$ cat src/rtl/ctrl_pkg.sv
// Shared definitions for the three-master shared-access controller and its requesters.
package ctrl_pkg;

  localparam int M1 = 0;
  localparam int M2 = 1;
  localparam int M3 = 2;

  typedef logic [1:0] accmodule_t;

  localparam accmodule_t ACC_NONE = 2'd0;
  localparam accmodule_t ACC_M1   = 2'd1;
  localparam accmodule_t ACC_M2   = 2'd2;
  localparam accmodule_t ACC_M3   = 2'd3;

  typedef enum logic [2:0] {IDLE, REQ, XFER, SUSP, DONE} req_state_e;

endpackage

$ cat src/rtl/access_requester_array.sv
// Three requesters (M1..M3) whose req/done bits form the controller's req[2:0]/done[2:0].
module access_requester_array
  import ctrl_pkg::*;
#(
  parameter int LEN_W        = 8,
  parameter int STARVE_LIMIT = 64
) (
  input  logic                  clk,
  input  logic                  reset,
  input  logic [2:0]            start,
  input  logic [2:0][LEN_W-1:0] len,
  input  logic [2:0]            abort,
  input  accmodule_t            accmodule,
  output logic [2:0]            req,
  output logic [2:0]            done,
  output logic [2:0]            busy,
  output logic [2:0]            granted,
  output logic [2:0][LEN_W-1:0] remaining,
  output logic [2:0][7:0]       preempt_cnt,
  output logic [2:0]            starved
);

  for (genvar i = 0; i < 3; i++) begin : g_req
    access_requester #(
      .MODULE_ID   (i),
      .LEN_W       (LEN_W),
      .STARVE_LIMIT(STARVE_LIMIT)
    ) u_req (
      .clk        (clk),
      .reset      (reset),
      .start      (start[i]),
      .len        (len[i]),
      .abort      (abort[i]),
      .accmodule  (accmodule),
      .req        (req[i]),
      .done       (done[i]),
      .busy       (busy[i]),
      .granted    (granted[i]),
      .remaining  (remaining[i]),
      .preempt_cnt(preempt_cnt[i]),
      .starved    (starved[i])
    );
  end

endmodule

$ cat src/rtl/access_requester.sv
// Per-master initiator: requests the shared resource, counts granted beats,
// survives preemption and pulses done once the command is complete.
//
// state | meaning
// IDLE  | no command; waits for start with a non-zero length
// REQ   | requesting, not yet granted since the command started
// XFER  | granted; one beat per granted cycle
// SUSP  | preempted mid-command; request held, remaining preserved
// DONE  | one-cycle completion pulse, request dropped
module access_requester
  import ctrl_pkg::*;
#(
  parameter int MODULE_ID    = 0,
  parameter int LEN_W        = 8,
  parameter int STARVE_LIMIT = 64
) (
  input  logic             clk,
  input  logic             reset,
  input  logic             start,
  input  logic [LEN_W-1:0] len,
  input  logic             abort,
  input  accmodule_t       accmodule,
  output logic             req,
  output logic             done,
  output logic             busy,
  output logic             granted,
  output logic [LEN_W-1:0] remaining,
  output logic [7:0]       preempt_cnt,
  output logic             starved
);

  localparam int WAIT_W = $clog2(STARVE_LIMIT + 1);
  localparam accmodule_t MY_ACC = accmodule_t'(MODULE_ID + 1);
  localparam logic [WAIT_W-1:0] WAIT_MAX = WAIT_W'(STARVE_LIMIT);

  req_state_e        state_q, state_d;
  logic [LEN_W-1:0]  rem_q, rem_d;
  logic [7:0]        pc_q, pc_d;
  logic [WAIT_W-1:0] wait_q, wait_d;
  logic              req_q, req_d;
  logic              done_q, done_d;
  logic              busy_q, busy_d;
  logic              granted_q, granted_d;
  logic              starved_q, starved_d;
  logic              g;

  assign g = (accmodule == MY_ACC);

  always_comb begin
    state_d = state_q;
    rem_d   = rem_q;
    pc_d    = pc_q;
    wait_d  = wait_q;
    req_d   = req_q;
    done_d  = 1'b0;
    unique case (state_q)
      IDLE: begin
        if (start && (len != '0)) begin
          state_d = REQ;
          rem_d   = len;
          pc_d    = 8'd0;
          wait_d  = '0;
          req_d   = 1'b1;
        end
      end
      REQ, XFER, SUSP: begin
        if (abort) begin
          state_d = IDLE;
          rem_d   = '0;
          wait_d  = '0;
          req_d   = 1'b0;
        end else if (g) begin
          wait_d = '0;
          if (rem_q == LEN_W'(1)) begin
            state_d = DONE;
            rem_d   = '0;
            req_d   = 1'b0;
            done_d  = 1'b1;
          end else begin
            state_d = XFER;
            rem_d   = rem_q - LEN_W'(1);
          end
        end else if (state_q == XFER) begin
          state_d = SUSP;
          if (pc_q != 8'hFF) pc_d = pc_q + 8'd1;
        end else if (wait_q != WAIT_MAX) begin
          wait_d = wait_q + WAIT_W'(1);
        end
      end
      DONE: begin
        // The controller may still show our grant here; it must not restart anything.
        state_d = IDLE;
        req_d   = 1'b0;
      end
      default: begin
        state_d = IDLE;
        req_d   = 1'b0;
      end
    endcase
    busy_d    = (state_d != IDLE);
    granted_d = (state_d == XFER);
    starved_d = (wait_d >= WAIT_MAX);
  end

  always_ff @(posedge clk or negedge reset) begin
    if (!reset) begin
      state_q   <= IDLE;
      rem_q     <= '0;
      pc_q      <= 8'd0;
      wait_q    <= '0;
      req_q     <= 1'b0;
      done_q    <= 1'b0;
      busy_q    <= 1'b0;
      granted_q <= 1'b0;
      starved_q <= 1'b0;
    end else begin
      state_q   <= state_d;
      rem_q     <= rem_d;
      pc_q      <= pc_d;
      wait_q    <= wait_d;
      req_q     <= req_d;
      done_q    <= done_d;
      busy_q    <= busy_d;
      granted_q <= granted_d;
      starved_q <= starved_d;
    end
  end

  assign req         = req_q;
  assign done        = done_q;
  assign busy        = busy_q;
  assign granted     = granted_q;
  assign remaining   = rem_q;
  assign preempt_cnt = pc_q;
  assign starved     = starved_q;

endmodule

$ cat config.mk
export PLATFORM = sky130hd
export DESIGN_NAME = access_requester_array
export DESIGN_NICKNAME = d
export VERILOG_FILES = /design/src/rtl/ctrl_pkg.sv /design/src/rtl/access_requester_array.sv /design/src/rtl/access_requester.sv
export SDC_FILE = /design/constraint.sdc
export NUM_CORES = 1
export LEC_CHECK = 0
export BUFFER_PORTS_ARGS = -buffer_cell sky130_fd_sc_hd__buf_2
export CAP_MARGIN = 20
export CELL_PAD_IN_SITES_DETAIL_PLACEMENT = 1
export CELL_PAD_IN_SITES_GLOBAL_PLACEMENT = 1
export CORE_MARGIN = 2
export CORE_UTILIZATION = 46
export CTS_BUF_LIST = sky130_fd_sc_hd__clkbuf_16
export CTS_CLUSTER_SIZE = 16
export DETAILED_ROUTE_END_ITERATION = 16
export GPL_ROUTABILITY_DRIVEN = 0
export PLACE_DENSITY = 0.86
export SLEW_MARGIN = 10
export SYNTH_ARGS = -nofsm -noshare
export SYNTH_HDL_FRONTEND = slang
export SYNTH_HIERARCHICAL = 1
export SYNTH_SLANG_ARGS = --single-unit
export TNS_END_PERCENT = 5
$ cat constraint.sdc
create_clock -name clk -period 3.2 [get_ports clk]
set_clock_uncertainty 0.15 [all_clocks]
set_input_delay 0.32 -clock clk [delete_from_list [all_inputs] [get_ports clk]]
set_output_delay 0.32 -clock clk [all_outputs]
set_load 0.05 [all_outputs]
==> results of run 1 <==
-- kinds of logic after synthesis --
group                    count (synthesis)  share of synthesized area
AO/OA/AOI/OAI                          170                      0.236
XOR/XNOR                                 3                    0.00492
adder cells (fa/ha/maj)                 15                     0.0351
buffers and inverters                   52                     0.0480
flip-flops                              90                      0.422
multiplexers                            13                     0.0253
AND/OR/NAND/NOR                        214                      0.229
-- worst reg2reg max path, stage by stage, from the launching register on --
cell,delay [ps]
dfrtp_1,440
o21bai_2,260
buf_4,220
or3_1,620
nor4_1,580
mux2i_1,250
-- power by group through the flow --
stage	sequential, µW	combinational, µW	clock (µW)
2_1_floorplan	2170	971	0
3_3_place_gp	1630	1980	0
3_5_place_dp	1660	2040	0
4_1_cts	1640	2070	1170
5_1_grt	1690	2230	1220
6_report	1650	2080	1160
-- cell usage in the layout (no fill, tap or decap), types with 3 or more instances in the layout --
cell        n
buf_2      96
dfrtp_1    90
nand2_1    35
inv_1      31
nand3_1    31
nor3_1     27
nor2_1     26
a21oi_1    22
a31oi_1    17
o22ai_1    17
o21ai_0    16
ha_1       15
or3_1      14
o2bb2ai_1  13
nor4_1     12
mux2i_1    12
or4_1      10
clkbuf_16   9
nand2b_1    9
a22oi_1     9
a32oi_1     9
nand4_1     9
and2_1      8
buf_4       8
a221oi_1    6
and3_1      5
o31ai_1     5
o211ai_1    5
nor4b_1     5
nor2b_1     4
o21ai_1     4
o21ba_2     3
a211o_1     3
a2bb2oi_1   3
or3b_1      3
and4_1      3
o41ai_1     3
a32o_1      3
-- final timing paths --
check	to	slack (ps)	cells after the start
max	g_req[1].u_req/preempt_cnt[7]	610	5
min in group asynchronous	async pin	350	2
max in group asynchronous	g_req[0].u_req/state_q[0]	1770	3
max reg2reg	g_req[1].u_req/preempt_cnt[7]	610	5
min reg2reg	register	370	1
min	g_req[1].u_req/remaining[7]	140	3
-- through the flow --
step	power, µW	utilization	hold WS [ps]	instances	setup WS, ps
after floorplan	3140	-	-126	557	1010
after global placement	3610	0.520	196	782	818
after detailed placement	3700	0.520	206	782	688
after CTS	4880	0.549	116	799	635
after global routing	5140	0.550	137	800	477
final	4880	0.550	137	800	607
-- layer usage --
metal	GRT usage	vias to the layer above	routed length [µm]
li1	-	2366	-
met1	0.337	2623	7130
met2	0.446	122	8030
met3	0.0338	23	519
met4	0.104	0	306
met5	0	-	0
-- area by class of cell --
type                    instances  area [µm²]  share of cell area
multi-input cells             415        2830               0.453
flip-flops and latches         90        2250               0.360
clock buffers                   9         225              0.0360
well taps                     143         179              0.0286
clock inverters                 7        93.8              0.0150
repair buffers                105         551              0.0881
inverters                      31         116              0.0186
==> flow_summary.toml, run 1 <==
[place]
place_hpwl_mm = 11.5
post_dp_cell_area_um2 = 5910
io_buffers = 96

[finish]
final_nets = 701
antennaDiodeCount = 0
final.fill_count = 1334
fin_area_um2 = 6250
syn_to_final_growth_pct = 17.0
drive_gt1_frac = 0.216

[floorplan]
num_rows = 39
die_h_um = 112
die_area_um2 = 12500
start_util = 0.470
core-area_um2 = 11400
die_x_um = 112
io_pins = 97

[synthesis]
synth_nets = 606
netlist_top_cells_count = "90 x dfrtp_1, 35 x nand2_1, 31 x inv_1, 31 x nand3_1, 27 x nor3_1"
synth_most_common_cell = "dfrtp_1"
yosys.area.top_type = "dfrtp_1"
synth_area_leaders = "dfrtp_1 42%, ha_1 3.5%, nand3_1 2.9%"
synth_edf_count = 0
ys_seq_area_frac = 0.422
synth.distinct_cells = 75
syn_inst = 557
synth-seq-cells = 90
ys.flop_type = "dfrtp_1"
synthArstFlopShare = 1.00
synth_top_area_frac = 0.422
ys_warn_count = 6
netlist_area_um2 = 5340
synth.avg_cell_area_um2 = 9.59

[worst_setup_path]
critPathLaunchType = "register"
arrival_ps = 2720
path_cells = "o21bai_2 -> buf_4 -> or3_1 -> nor4_1 -> mux2i_1"
worstPathRequired_ps = 3320
cp_num_buf_inv = 1
end_kind = "register"
path_delay_family = "simple AND/OR/NAND/NOR gates"
r2r-start = "g_req[1].u_req/state_q[2]"
worstSetupStartpoint = "g_req[1].u_req/state_q[2]"
cpPeakStageDelay_ps = 620
path_max_fanout = 19
slowest_stage = "or3_1"
criticalPathCategory = "register to register"

[min_path]
min_from = "len[15]"
hp-class = "primary input to register"

[timing]
period_share = 0.810
setup_viol = 0
slew_headroom = 0.316
max_freq_ghz = 0.386
rsz0062_at_grt = "false"
min_period_ps = 2590
hold_viol_final = 0
drv_slew = 0
worstMarginPinSlew_ps = 1020
tns_ps = 0

[clock_tree]
post_cts_resized = 0
clockBufferDepth = 2
cts_buffers = 9
worst_skew_pair.late_latency_ps = 350
post_cts.repair.setup_buffers = 0
htreeDepth = 3
hold_buffers = 1
clock-root-buffer = "clkbuf_16"
cts_tree = "built"
cts_sinks = 90
clk_pin_slew_ps = 70

[flow_run]
cap_violations = 0

[power]
ir_drop_v = 0.000486
p_int_uw = 2650
p_sw_frac = 0.456
power.density_nw_per_um2 = 781
power.switching_uw = 2230
seqPwrFrac = 0.338
p_leak_uw = 0.00274
clkPwrFrac = 0.237
p_comb_frac = 0.425

[global_route]
overflow = 0
grt_max_degree = 44
grt_usage = 0.261
antenna_found_initial = 0
grt_pass1_wl_mm = 26.6
grt_pass1_vias = 5242

[detailed_routing]
avgRoutedWirePerCell_um = 20.0
dr.pass1.iters = 7
drtIter0Drc = 321
drc = 0
viasPerCell = 6.42
vias = 5134
ant_nets = 0
totalWireLength_mm = 16.0

[run_status]
outcome = "finished, final reports clean"
No activity file was read; power rests on OpenSTA's default activity.
==> inputs of run 2 (changes only) <==
CORE_UTILIZATION = 43   (was 46)
PLACE_DENSITY = 0.81   (was 0.86)
clock period = 2.55 ns   (was 3.2 ns; I/O delays follow)
==> flow_summary.toml, run 2 (synthesis results as in run 1) <==
[timing]
worstMarginPinSlew_ps = 1000
hold_viol_final = 0
max_freq_ghz = 0.449
tns_ps = 0
period_share = 0.873
rsz0062_at_grt = "false"
drv_slew = 0
min_period_ps = 2230
setup_viol = 0
slew_headroom = 0.324

[clock_tree]
clockBufferDepth = 2
cts_tree = "built"
worst_skew_pair.late_latency_ps = 350
clk_pin_slew_ps = 70
cts_buffers = 9
htreeDepth = 3
clock-root-buffer = "clkbuf_16"
cts_sinks = 90
post_cts_resized = 0

[worst_setup_path]
arrival_ps = 2300
cpPeakStageDelay_ps = 630
worstSetupStartpoint = "g_req[1].u_req/remaining[0]"
r2r-start = "g_req[1].u_req/remaining[0]"
rr_worst_depth = 6
cp_num_buf_inv = 1
cp.depth = 6
path_delay_family = "simple AND/OR/NAND/NOR gates"
path_max_fanout = 5
worstPathRequired_ps = 2620
criticalPathCategory = "register to register"
path_cells = "inv_1 -> ha_1 -> nor4b_1 -> nand2b_1 -> a221oi_1 -> o22ai_1"
critPathLaunchType = "register"
end_kind = "register"
slowest_stage = "nor4b_1"

[min_path]
holdPathStages = 3
min_from = "len[16]"
hp-class = "primary input to register"

[detailed_routing]
avgRoutedWirePerCell_um = 19.0
dr.pass1.iters = 5
drtIter0Drc = 274
totalWireLength_mm = 15.8
drc = 0
vias = 5143
ant_nets = 0
viasPerCell = 6.20

[finish]
layout_commonest_cell = "buf_2"
final.fill_count = 1431
antennaDiodeCount = 0
layout_common_cells = "96 x buf_2, 90 x dfrtp_1, 35 x nand2_1"
syn_to_final_growth_pct = 17.2
drive_gt1_frac = 0.218
multiInputGateArea_um2 = 2830
final_nets = 707
seqCellArea_um2 = 2250

[power]
power.switching_uw = 2750
power_uw = 5890
p_leak_uw = 0.00275
clkPwrFrac = 0.203
ir_drop_v = 0.000703
p_int_uw = 3140
seqPwrFrac = 0.350
p_sw_frac = 0.467
p_comb_frac = 0.446
power.density_nw_per_um2 = 941

[floorplan]
io_pins = 97
core-area_um2 = 12100
die_h_um = 115
die_area_um2 = 13300
start_util = 0.443
die_x_um = 115
num_rows = 40

[global_route]
overflow = 0
grt_usage = 0.246
grt_pass1_wl_mm = 26.2
grt_pass1_vias = 5229
antenna_found_initial = 0
grt_max_degree = 47

[flow_run]
cap_violations = 0

[place]
place_hpwl_mm = 11.4
io_buffers = 96

[run_status]
outcome = "finished, final reports clean"
==> run 2: cell types whose count changed in the layout (fill, tap and decap cells not counted), sizes merged <==
cell and delta:
inv +2, clkinv -1, buf +6, bufinv -2
==> run 2: what timing repair did <==
item | 4_1_cts | 5_1_grt
buffers inserted | 0 | 0
hold buffers | 1 | 0
hold endpoints to repair | 43 | 0
==> run 2: final timing paths <==
kind | to | slack, ps
setup / recovery | g_req[1].u_req/remaining[6] | 320
hold / removal | g_req[2].u_req/remaining[0] | 50
setup reg to reg | g_req[1].u_req/remaining[6] | 320
hold reg to reg | g_req[0].u_req/req | 360
max in group asynchronous | g_req[0].u_req/preempt_cnt[7] | 1180
min in group asynchronous | async pin | 320
==> run 2: power by group through the flow <==
| stage | sequential, µW | clock (µW) | combinational (µW) |
|---|---|---|---|
| after floorplan | 2720 | 0 | 1220 |
| after global placement | 2060 | 0 | 2530 |
| after detailed placement | 2070 | 0 | 2610 |
| after CTS | 2050 | 1230 | 2630 |
| after global routing | 2110 | 1290 | 2840 |
| final | 2060 | 1200 | 2630 |
==> run 2: metal layers <==
layer / vias to the layer above / part of all wire / track usage
li1: 2374 / - / -
met4: 0 / 0.020 / 0.101
met3: 31 / 0.040 / 0.0340
met1: 2590 / 0.45 / 0.321
met5: - / 0 / 0
met2: 148 / 0.49 / 0.411
==> run 2: final cells by class <==
type                    instances  area share
clock buffers                   9      0.0360
clock inverters                 6     0.00440
inverters                      31      0.0186
well taps                     168      0.0336
repair buffers                111      0.0952
flip-flops and latches         90       0.360
multi-input cells             415       0.452
==> run 2: worst reg2reg max path: cells and delay by family (launching register included) <==
family	cells	cell delay, ps
and+or+nand+nor	2	760
DFF	1	420
AOI/OAI and AO/OA	2	420
adders and majority gates	1	250
buffers and inverters	1	110
==> run 2: through the flow <==
| step | hold slack (ps) | utilization | worst slack, ps | instance area, µm² | cells |
|---|---|---|---|---|---|
| 6_report | 54.6 | 0.519 | 324 | 6260 | 830 |
| 5_1_grt | 74.6 | 0.519 | 149 | 6260 | 830 |
| 4_1_cts | 50.8 | 0.518 | 197 | 6250 | 829 |
| 3_5_place_dp | 173 | 0.497 | 203 | 5990 | 813 |
| 3_3_place_gp | 162 | 0.497 | 406 | 5990 | 813 |
| 2_1_floorplan | -191 | - | 361 | 5340 | 557 |
==> inputs of run 3 (changes only) <==
ABC_AREA = 1   (was not set)
CORE_UTILIZATION = 41   (was 43)
PLACE_DENSITY = 0.82   (was 0.81)
==> flow_summary.toml, run 3 <==
[timing]
tns_ps = 0
setup_viol = 0
slew_headroom = 0.767
period_share = 0.692
max_freq_ghz = 0.566
worstMarginPinSlew_ps = 350
min_period_ps = 1770
rsz0062_at_grt = "false"
hold_viol_final = 0
drv_slew = 0
setup_ws_ps = 784

[synthesis]
synthArstFlopShare = 1.00
synth_edf_count = 0
synth_top_area_frac = 0.389
synth.distinct_cells = 37
synth_nets = 855
synth-seq-cells = 90
yosys.area.top_type = "dfrtp_1"
netlist_top_cells_count = "278 x nand2_1, 106 x inv_1, 90 x dfrtp_1"
ys_seq_area_frac = 0.389
syn_inst = 806
synth_area_leaders = "dfrtp_1 39%, nand2_1 18%, inv_1 6.9%"
synth_most_common_cell = "nand2_1"
synth.avg_cell_area_um2 = 7.18
ys.flop_type = "dfrtp_1"
netlist_area_um2 = 5790
ys_warn_count = 6

[global_route]
grt_pass1_wl_mm = 26.2
antenna_found_initial = 0
grt_pass1_vias = 5430
overflow = 0
grt_max_degree = 48
grt_usage = 0.218

[finish]
drive_gt1_frac = 0.199
fin_cells = 1098
fin_area_um2 = 6770
layout_commonest_cell = "nand2_1"
final_nets = 962
antennaDiodeCount = 0
syn_to_final_growth_pct = 16.9
layout_common_cells = "278 x nand2_1, 107 x inv_1, 95 x buf_2"
final.fill_count = 1832

[detailed_routing]
dr.pass1.iters = 4
drtIter0Drc = 230
avgRoutedWirePerCell_um = 14.2
ant_nets = 0
totalWireLength_mm = 15.6
viasPerCell = 5.01
vias = 5498
drc = 0

[min_path]
hp-class = "primary input to register"

[place]
placed_cells = 1081
io_buffers = 96
place_hpwl_mm = 12.1
post_dp_cell_area_um2 = 6490
dp_slack_ps = 803

[floorplan]
die_area_um2 = 15100
io_pins = 97
die_x_um = 123
die_h_um = 123
core-area_um2 = 13800
num_rows = 43
start_util = 0.419

[power]
p_leak_uw = 0.00365
ir_drop_v = 0.000524
power.density_nw_per_um2 = 943
power_uw = 6380

[clock_tree]
worst_skew_pair.late_latency_ps = 350
clockBufferDepth = 2
cts_sinks = 90
htreeDepth = 3
clk_pin_slew_ps = 70
cts_buffers = 9
cts_tree = "built"
clock-root-buffer = "clkbuf_16"
post_cts_resized = 0

[worst_setup_path]
r2r_setup_slack_ps = 780
criticalPathCategory = "register to register"
end_kind = "register"
arrival_ps = 1840
critPathLaunchType = "register"
path_max_fanout = 7
worstPathRequired_ps = 2620

[run_status]
outcome = "finished, final reports clean"

[flow_run]
cap_violations = 0
[run 3: cell types whose count changed in the layout (fill, tap and decap cells not counted), sizes merged, moves of 14 or more]
cell / previous run / this run
nand2: 36 / 296
inv: 33 / 123
nor2: 27 / 102
nand3: 31 / 65
o21ai: 21 / 52
nor3: 27 / 4
a31oi: 17 / 0
o22ai: 17 / 3
or3: 14 / 0
[run 3: metrics by stage]
| step | util | hold slack [ps] |
|---|---|---|
| final | 0.489 | 70.9 |
| after global routing | 0.489 | 90.2 |
| after CTS | 0.489 | 62.1 |
| after detailed placement | 0.470 | -1.14 |
| after global placement | 0.470 | -2.56 |
| after floorplan | - | -191 |
[run 3: cell families (layout without fill, tap and decap cells)]
family | Yosys count | count (layout) | synth area share
simple gates | 492 | 492 | 0.401
xor+xnor | 10 | 10 | 0.0151
compound gates | 74 | 74 | 0.0754
fa+ha+maj | 15 | 15 | 0.0324
buf+inv | 125 | 237 | 0.0869
flops | 90 | 90 | 0.389
[run 3: final cells by class]
type | instances | area (µm²) | share of cell area
multi-input combinational | 591 | 3040 | 0.449
tap | 180 | 225 | 0.0333
sequential | 90 | 2250 | 0.333
inverter | 122 | 470 | 0.0695
clock buffer | 9 | 225 | 0.0333
clock inverter | 7 | 37.5 | 0.00555
timing repair buffer | 99 | 520 | 0.0769
[run 3: report_power, final]
part           switching [µW]  internal (µW)  total (µW)
Sequential                365           1710        2080
Combinational            2270            823        3100
Clock                     562            648        1210
Total                    3200           3180        6380
[run 3: path summary, 6_finish.rpt]
path                                               startpoint                            end  cells past startpoint
worst max-delay path            g_req[2].u_req/preempt_cnt[0]  g_req[2].u_req/preempt_cnt[3]                      8
worst min-delay path                                  len[14]    g_req[1].u_req/remaining[6]                      5
worst max register to register  g_req[2].u_req/preempt_cnt[0]  g_req[2].u_req/preempt_cnt[3]                      8
worst min register to register             g_req[0].u_req/req             g_req[0].u_req/req                      2
max in group asynchronous                               reset  g_req[2].u_req/preempt_cnt[0]                      3
min in group asynchronous                               reset    g_req[1].u_req/remaining[5]                      2
[run 3: repair_timing]
action                                 in CTS  in global routing
hold buffers                                1                  0
setup buffers                               0                  0
endpoints found under the hold margin      63                  0
[run 3: layer usage]
layer  routed length, µm  share of wire  GRT usage  vias up
met3                 409          0.026     0.0265       17
met1                7370           0.47      0.291     2650
met4                 230          0.015     0.0697        0
met5                   0              0          0        -
li1                    -              -          -     2753
met2                7550           0.48      0.368       78
[run 3: worst max-delay path, stage by stage (launching register included)]
cell and delay, ps:
dfrtp_1 470, ha_1 230, nand2_1 100, inv_1 100, nand4_1 120, nand2_1 150
nand2_1 160, nand2_1 90, o21ai_0 80
